==> config.mk <==
export PLATFORM = sky130hd
export DESIGN_NAME = if_fetch
export DESIGN_NICKNAME = d
export VERILOG_FILES = /design/src/rtl/if_fetch.sv
export SDC_FILE = /design/constraint.sdc
export NUM_CORES = 1
export LEC_CHECK = 0
export ABC_CLOCK_PERIOD_IN_PS = 4650
export CAP_MARGIN = 10
export CORE_MARGIN = 1.5
export CORE_UTILIZATION = 58
export CTS_BUF_LIST = sky130_fd_sc_hd__clkbuf_16
export CTS_CLUSTER_DIAMETER = 120
export DETAILED_ROUTE_END_ITERATION = 10
export PLACE_DENSITY = 0.86
export SYNTH_ARGS = -nofsm -noshare
export SYNTH_HDL_FRONTEND = slang
export SYNTH_SLANG_ARGS = --single-unit
==> constraint.sdc <==
create_clock -name clk -period 4.65 [get_ports clk]
set_clock_uncertainty 0.1 [all_clocks]
set_input_delay 0.93 -clock clk [delete_from_list [all_inputs] [get_ports clk]]
set_output_delay 0.93 -clock clk [all_outputs]
set_load 0.005 [all_outputs]
==> src/rtl/if_fetch.sv <==
// Instruction fetch stage: PC generation, synchronous ROM read issue, and a
// 2-entry instruction queue feeding decode over valid/ready. A redirect from
// execute flushes the queue and the read in flight.
module if_fetch #(
    parameter int               XLEN     = 64,
    parameter int               INST_W   = 32,
    parameter logic [XLEN-1:0]  RESET_PC = '0
) (
    input  logic              clk,
    input  logic              rst,
    output logic              rom_req_o,
    output logic [XLEN-1:0]   rom_addr_o,
    input  logic [INST_W-1:0] rom_inst_i,
    output logic              inst_valid_o,
    output logic [INST_W-1:0] inst_o,
    output logic [XLEN-1:0]   inst_addr_o,
    input  logic              inst_ready_i,
    input  logic              jump_en_i,
    input  logic [XLEN-1:0]   jump_addr_i
);

    logic [XLEN-1:0]             pc_q, pc_d;
    logic [XLEN-1:0]             req_pc_q;
    logic                        inflight_q;
    logic [1:0]                  cnt_q, cnt_d;
    logic                        rptr_q, rptr_d;
    logic                        wptr_q, wptr_d;
    logic [1:0][INST_W-1:0]      qinst_q;
    logic [1:0][XLEN-1:0]        qaddr_q;

    logic       pop, push, issue;
    logic [1:0] occ;

    // The target's low bits are forced to zero, so they never reach state.
    logic unused_jump_lsb;
    assign unused_jump_lsb = ^jump_addr_i[1:0];

    assign inst_valid_o = (cnt_q != 2'd0);
    assign pop          = inst_valid_o & inst_ready_i;
    // Words the queue must still absorb next cycle: buffered plus returning, minus leaving.
    assign occ          = cnt_q + {1'b0, inflight_q} - {1'b0, pop};
    // rst gates the strobe so nothing is requested while reset is held.
    assign issue        = rst & ~jump_en_i & (occ < 2'd2);
    // A read in flight during a redirect returns in that same cycle, so
    // suppressing the push here is all it takes to discard the stale word.
    assign push         = inflight_q & ~jump_en_i;

    assign rom_req_o    = issue;
    assign rom_addr_o   = issue ? pc_q : '0;
    assign inst_o       = inst_valid_o ? qinst_q[rptr_q] : '0;
    assign inst_addr_o  = inst_valid_o ? qaddr_q[rptr_q] : '0;

    // Next-state for PC and queue bookkeeping; a redirect overrides everything.
    always_comb begin
        pc_d   = pc_q;
        cnt_d  = cnt_q + {1'b0, push} - {1'b0, pop};
        rptr_d = rptr_q ^ pop;
        wptr_d = wptr_q ^ push;
        if (jump_en_i) begin
            pc_d   = {jump_addr_i[XLEN-1:2], 2'b00};
            cnt_d  = 2'd0;
            rptr_d = 1'b0;
            wptr_d = 1'b0;
        end else if (issue) begin
            pc_d   = pc_q + XLEN'(4);
        end
    end

    // Control state: PC, read-in-flight tracking, queue pointers and count.
    always_ff @(posedge clk or negedge rst) begin
        if (!rst) begin
            pc_q       <= RESET_PC;
            req_pc_q   <= '0;
            inflight_q <= 1'b0;
            cnt_q      <= 2'd0;
            rptr_q     <= 1'b0;
            wptr_q     <= 1'b0;
        end else begin
            pc_q       <= pc_d;
            inflight_q <= issue;
            cnt_q      <= cnt_d;
            rptr_q     <= rptr_d;
            wptr_q     <= wptr_d;
            if (issue) req_pc_q <= pc_q;
        end
    end

    // Queue storage: returning ROM word is written with the PC it was fetched from.
    always_ff @(posedge clk or negedge rst) begin
        if (!rst) begin
            qinst_q <= '0;
            qaddr_q <= '0;
        end else if (push) begin
            qinst_q[wptr_q] <= rom_inst_i;
            qaddr_q[wptr_q] <= req_pc_q;
        end
    end

endmodule

Yosys cells after proc, flatten, opt, wreduce, memory -nomap -nowiden
Cells that the tools add are included.

Memory bits (read-only): 0. RAM bits: 0. Input port bits: 100. Memories: 0. Register bits: 325. Bits in latches: 0. Logic and storage cells: 47.

Multiplexer cells: 18. Add/subtract/negate cells: 5. Order comparisons: 4. Divide/modulo/power cells: 0. Bitwise operators: 7. Reduce and logical (&&, ||, !) cells: 3. Multiply operators: 0. Shift-type cells: 0. Equality and inequality tests: 0.

Operator list (count): 64-bit 2-to-1 mux (7); 128-bit bitwise mux (1); 32-bit 2-to-1 mux (4); 64-bit by 3-bit adder with 64-bit output (second input constant) (1); 64-bit bitwise mux (1); 64-bit demux with 1-bit select (1); 32-bit demux with 1-bit select (1); 2-bit by 1-bit adder with 2-bit output (2); 1-bit AND (4); 1-bit by 2-bit < comparator with 1-bit output (second input constant) (2); 2-bit nonzero test (2); 2-bit by 1-bit subtractor with 2-bit output (2); 2-bit < comparator (second input constant) (1); 1-bit 2-to-1 mux (2); 2-bit 2-to-1 mux (1); 1-bit XOR (2); 1-bit >= comparator (second input constant) (1); 1-bit logical AND (1); 1-bit NOT (1).

Depth between registers and ports, before layout
Depth after elaboration: 7. Gate-level depth with buffers: 9. Depth with buffers taken out: 8.

Worst setup path before layout
OpenSTA, ideal clock, no wires.

Path kind: input to output. Start: input inst_ready_i. End: output rom_addr_o[38]. Slack: 1552 ps. Data arrival time: 2068 ps. Data required time: 3620 ps. Path buffers: 3. Stages on the path: 6. Path through: nand4bb_1 > o2111a_1 > buf_2 > buf_2 > clkbuf_1 > and3_1.

Word-level cells in the longest chain between the ends: 5.

Ends and longest elaborated chain: from (decl) (line 17) `input logic inst_ready_i,`; 1-bit AND (line 39) `assign pop = inst_valid_o & inst_ready_i;`; 2-bit by 1-bit subtractor with 2-bit output (line 41) `assign occ = cnt_q + {1'b0, inflight_q} - {1'b0, pop};`; 2-bit < comparator (line 43) `assign issue = rst & ~jump_en_i & (occ < 2'd2);`; 1-bit AND (line 43); 64-bit 2-to-1 mux (line 49) `assign rom_addr_o = issue ? pc_q : '0;`; to (decl) (line 12) `output logic [XLEN-1:0] rom_addr_o,`.

Every way passes these cells.

Worst setup path in the final report
Start: input inst_ready_i. End: output rom_addr_o[37].

The elaborated chain is that of the path after synthesis.

==> run_results.csv <==
group,metric,value,unit
yosys,yosysMostFrequentCell,"dfrtp_1",
global_route,antenna_found_initial,4,
floorplanning,row_count,59,
clock_network,htreeDepth,2,
global_route,grt-ovfl-total,0,
setup_path,path_cells,"clkdlybuf4s50_1, nand4bb_1, o2111a_2, buf_12, nand3_1, inv_1, clkdlybuf4s50_1",
clock_network,cts_root_buf,"clkbuf_16",
setup_path,start_kind,"input port",
yosys,synth-edff-count,0,
finish,final_area,19200,µm²
drt,antenna_left,0,
setup_path,cp_common_cell,"clkdlybuf4s50_1",
placed_design,dpl_worst_slack,0.595,ns
min_path,hold_path.class,"in2async",
global_route,grt_max_degree,167,
placed_design,hpwlAfterDp,26.7,mm
clock_network,cts_sinks,317,
drt,wl_per_cell,21.0,µm
yosys,async_flop_share,1.00,
yosys,avgSynthCellArea,11.6,µm²
sta,rsz0062_at_grt,"false",
sta,min_period_over_period,0.878,
finish,layout.nets,1646,
sta,hold_viol,0,
yosys,synth-main-ff-cell,"dfrtp_1",
yosys,synth_common_cells,"317 x dfrtp_1, 248 x mux2_2, 136 x nor2_1",
clock_network,cts_tree,"done",
placed_design,place_inst,1839,
setup_path,crit_path_max_incr_delay,0.56,ns
setup_path,critPathRequiredTime,3.62,ns
clock_network,ctsHoldBuffers,0,
floorplanning,ioPinCount,262,
clock_network,cts_setup_buffers,0,
setup_path,path_max_fanout,53,
clock_network,clk_pin_slew,0.06,ns
floorplanning,core-area,25900,µm²
setup_path,arrival,3.05,ns
sta,setup_viol,0,
drt,drtIter0Drc,938,
drt,drc,0,
setup_path,critPathBufInv,4,
drt,drt-vias-per-instance,6.05,
yosys,ys_seq_area_frac,0.522,
clock_network,cts-resized-gates,0,
outcome,outcome,"completed",
placed_design,place_congestion,0.880,
yosys,synth.distinct_cells,56,
yosys,syn_area,15200,µm²
setup_path,ff2ff_setup_slack,1.74,ns
clock_network,clk_latency,0.51,ns
setup_path,worst_path_max_delay_cell,"clkdlybuf4s50_1",
clock_network,cts-buffers-inserted,35,
finish,area_delta_synth_final,26.5,%
sta,post-route-min-period,4.08,ns
setup_path,end_kind,"output pin",
placed_design,placed_area,18100,µm²
setup_path,path_class,"in2out",
setup_path,cp_top_family,"buffers and inverters",
global_route,grt_usage,0.298,
sta,worst_slew_pin_slew,0.974,ns
global_route,grt_pass1_wl,62.9,mm
placed_design,port_buffers,255,
setup_path,reg2reg_to,"pc_q[49]$_DFFE_PN0P_",
yosys,yosysWarnings,0,
yosys,synth.area.top_cells,"dfrtp_1 52%, mux2_2 18%, mux2i_1 6.4%, nor2_1 3.4%, and3_1 2.4%",
drt,drt_pass1_iterations,6,
clock_network,clk_path_buf_depth,3,
yosys,ys_seq_elements,317,
floorplanning,initial_core_util,0.587,
sta,slew_viol_final,0,
finish,instances_no_fill,1904,
global_route,grt_pass1_vias,11689,
sta,max_freq,245,MHz
finish,drive_above_1_share,0.218,
sta,finalSetupTns,0,ns
sta,setup_ws,0.569,ns
drt,via_count,11527,
floorplanning,fp.dieW,165,µm
flow_run,max_cap_violations,0,
power,powerDensity,553,nW/µm²
yosys,synth_top_area_cell,"dfrtp_1",
sta,relSlewSlack,0.351,
drt,drt-total-wl,40.1,mm
setup_path,r2r_cells,6,
yosys,yosysTopAreaCellShare,0.522,
power,power.leakage,7.99,nW
floorplanning,die_h,165,µm
floorplanning,die_area,27200,µm²
yosys,synth_cells,1314,
power,irDropWorstVdd,0.408,mV
setup_path,regToRegStartpoint,"cnt_q[0]$_DFF_PN0_",
## flip-flops by register name (all words and copies together), names as in the netlist
name	flops
wptr_q	1
pc_q	62
inflight_q	1
qaddr_q	124
rptr_q	1
qinst_q	64
cnt_q	2
req_pc_q	62
## through the flow
step,power [mW],hold WS [ns],util
after floorplan,6.25,0.357,-
after global placement,7.84,0.387,0.700
after detailed placement,8.02,0.394,0.700
after CTS,10.7,0.218,0.742
after global routing,11.2,0.232,0.742
final,10.6,0.218,0.742
## layout by cell type (no fill, tap or decap), types with 9 or more instances in the layout
cell	instances
buf_4	17
clkbuf_16	37
o21ai_0	39
xnor2_1	12
mux2_2	248
dfrtp_1	316
clkdlybuf4s50_1	253
nand2_1	65
nor3_1	19
inv_1	23
o211ai_1	12
a31oi_1	18
mux2i_1	97
nand4_1	35
and3_1	58
nand3_1	35
xor2_1	15
clkinv_1	9
nor4_1	9
nor2_1	134
or3_1	16
## worst max path at each step
stage / end / depth (start not counted) / startpoint
global route: rom_addr_o[37] / 7 / inst_ready_i
global placement: rom_addr_o[37] / 7 / inst_ready_i
detailed placement: rom_addr_o[37] / 7 / inst_ready_i
floorplan: rom_addr_o[38] / 6 / inst_ready_i
finish: rom_addr_o[37] / 7 / inst_ready_i
CTS: rom_addr_o[37] / 7 / inst_ready_i
## routing by layer
layer	vias up	GRT usage	part of all wire
li1	5166	-	-
met1	5769	0.399	0.42
met2	490	0.482	0.48
met3	100	0.0540	0.071
met4	2	0.122	0.031
met5	-	0	0.00027
## where the power goes
part / switching, mW / leakage, nW / internal [mW]
registers: 0.664 / 3.88 / 3.71
clock network: 1.07 / 0.564 / 1.54
logic: 1.52 / 3.54 / 2.11
total: 3.26 / 7.99 / 7.36
## layout make-up
type / instances / area, µm²
flip-flops and latches: 317 / 7940
inverters: 17 / 63.8
fillers: 1663 / 6690
diodes: 3 / 7.51
clock buffers: 37 / 926
multi-input cells: 890 / 6870
well taps: 335 / 419
clock inverters: 25 / 159
repair buffers: 280 / 2840
## logic make-up (layout without fill, tap and decap cells)
logic type                 after synthesis  count (layout)  share of synthesized area
other                                    1               7                   0.000247
AOI/OAI and AO/OA                       99              99                     0.0432
buffers and inverters                  110             359                     0.0296
xor gates and xnor gates                27              27                     0.0156
DFF                                    317             317                      0.522
muxes                                  345             345                      0.248
and+or+nand+nor                        410             410                      0.138
adders and majority gates                5               5                    0.00412
(Power assumes the default switching activity.)
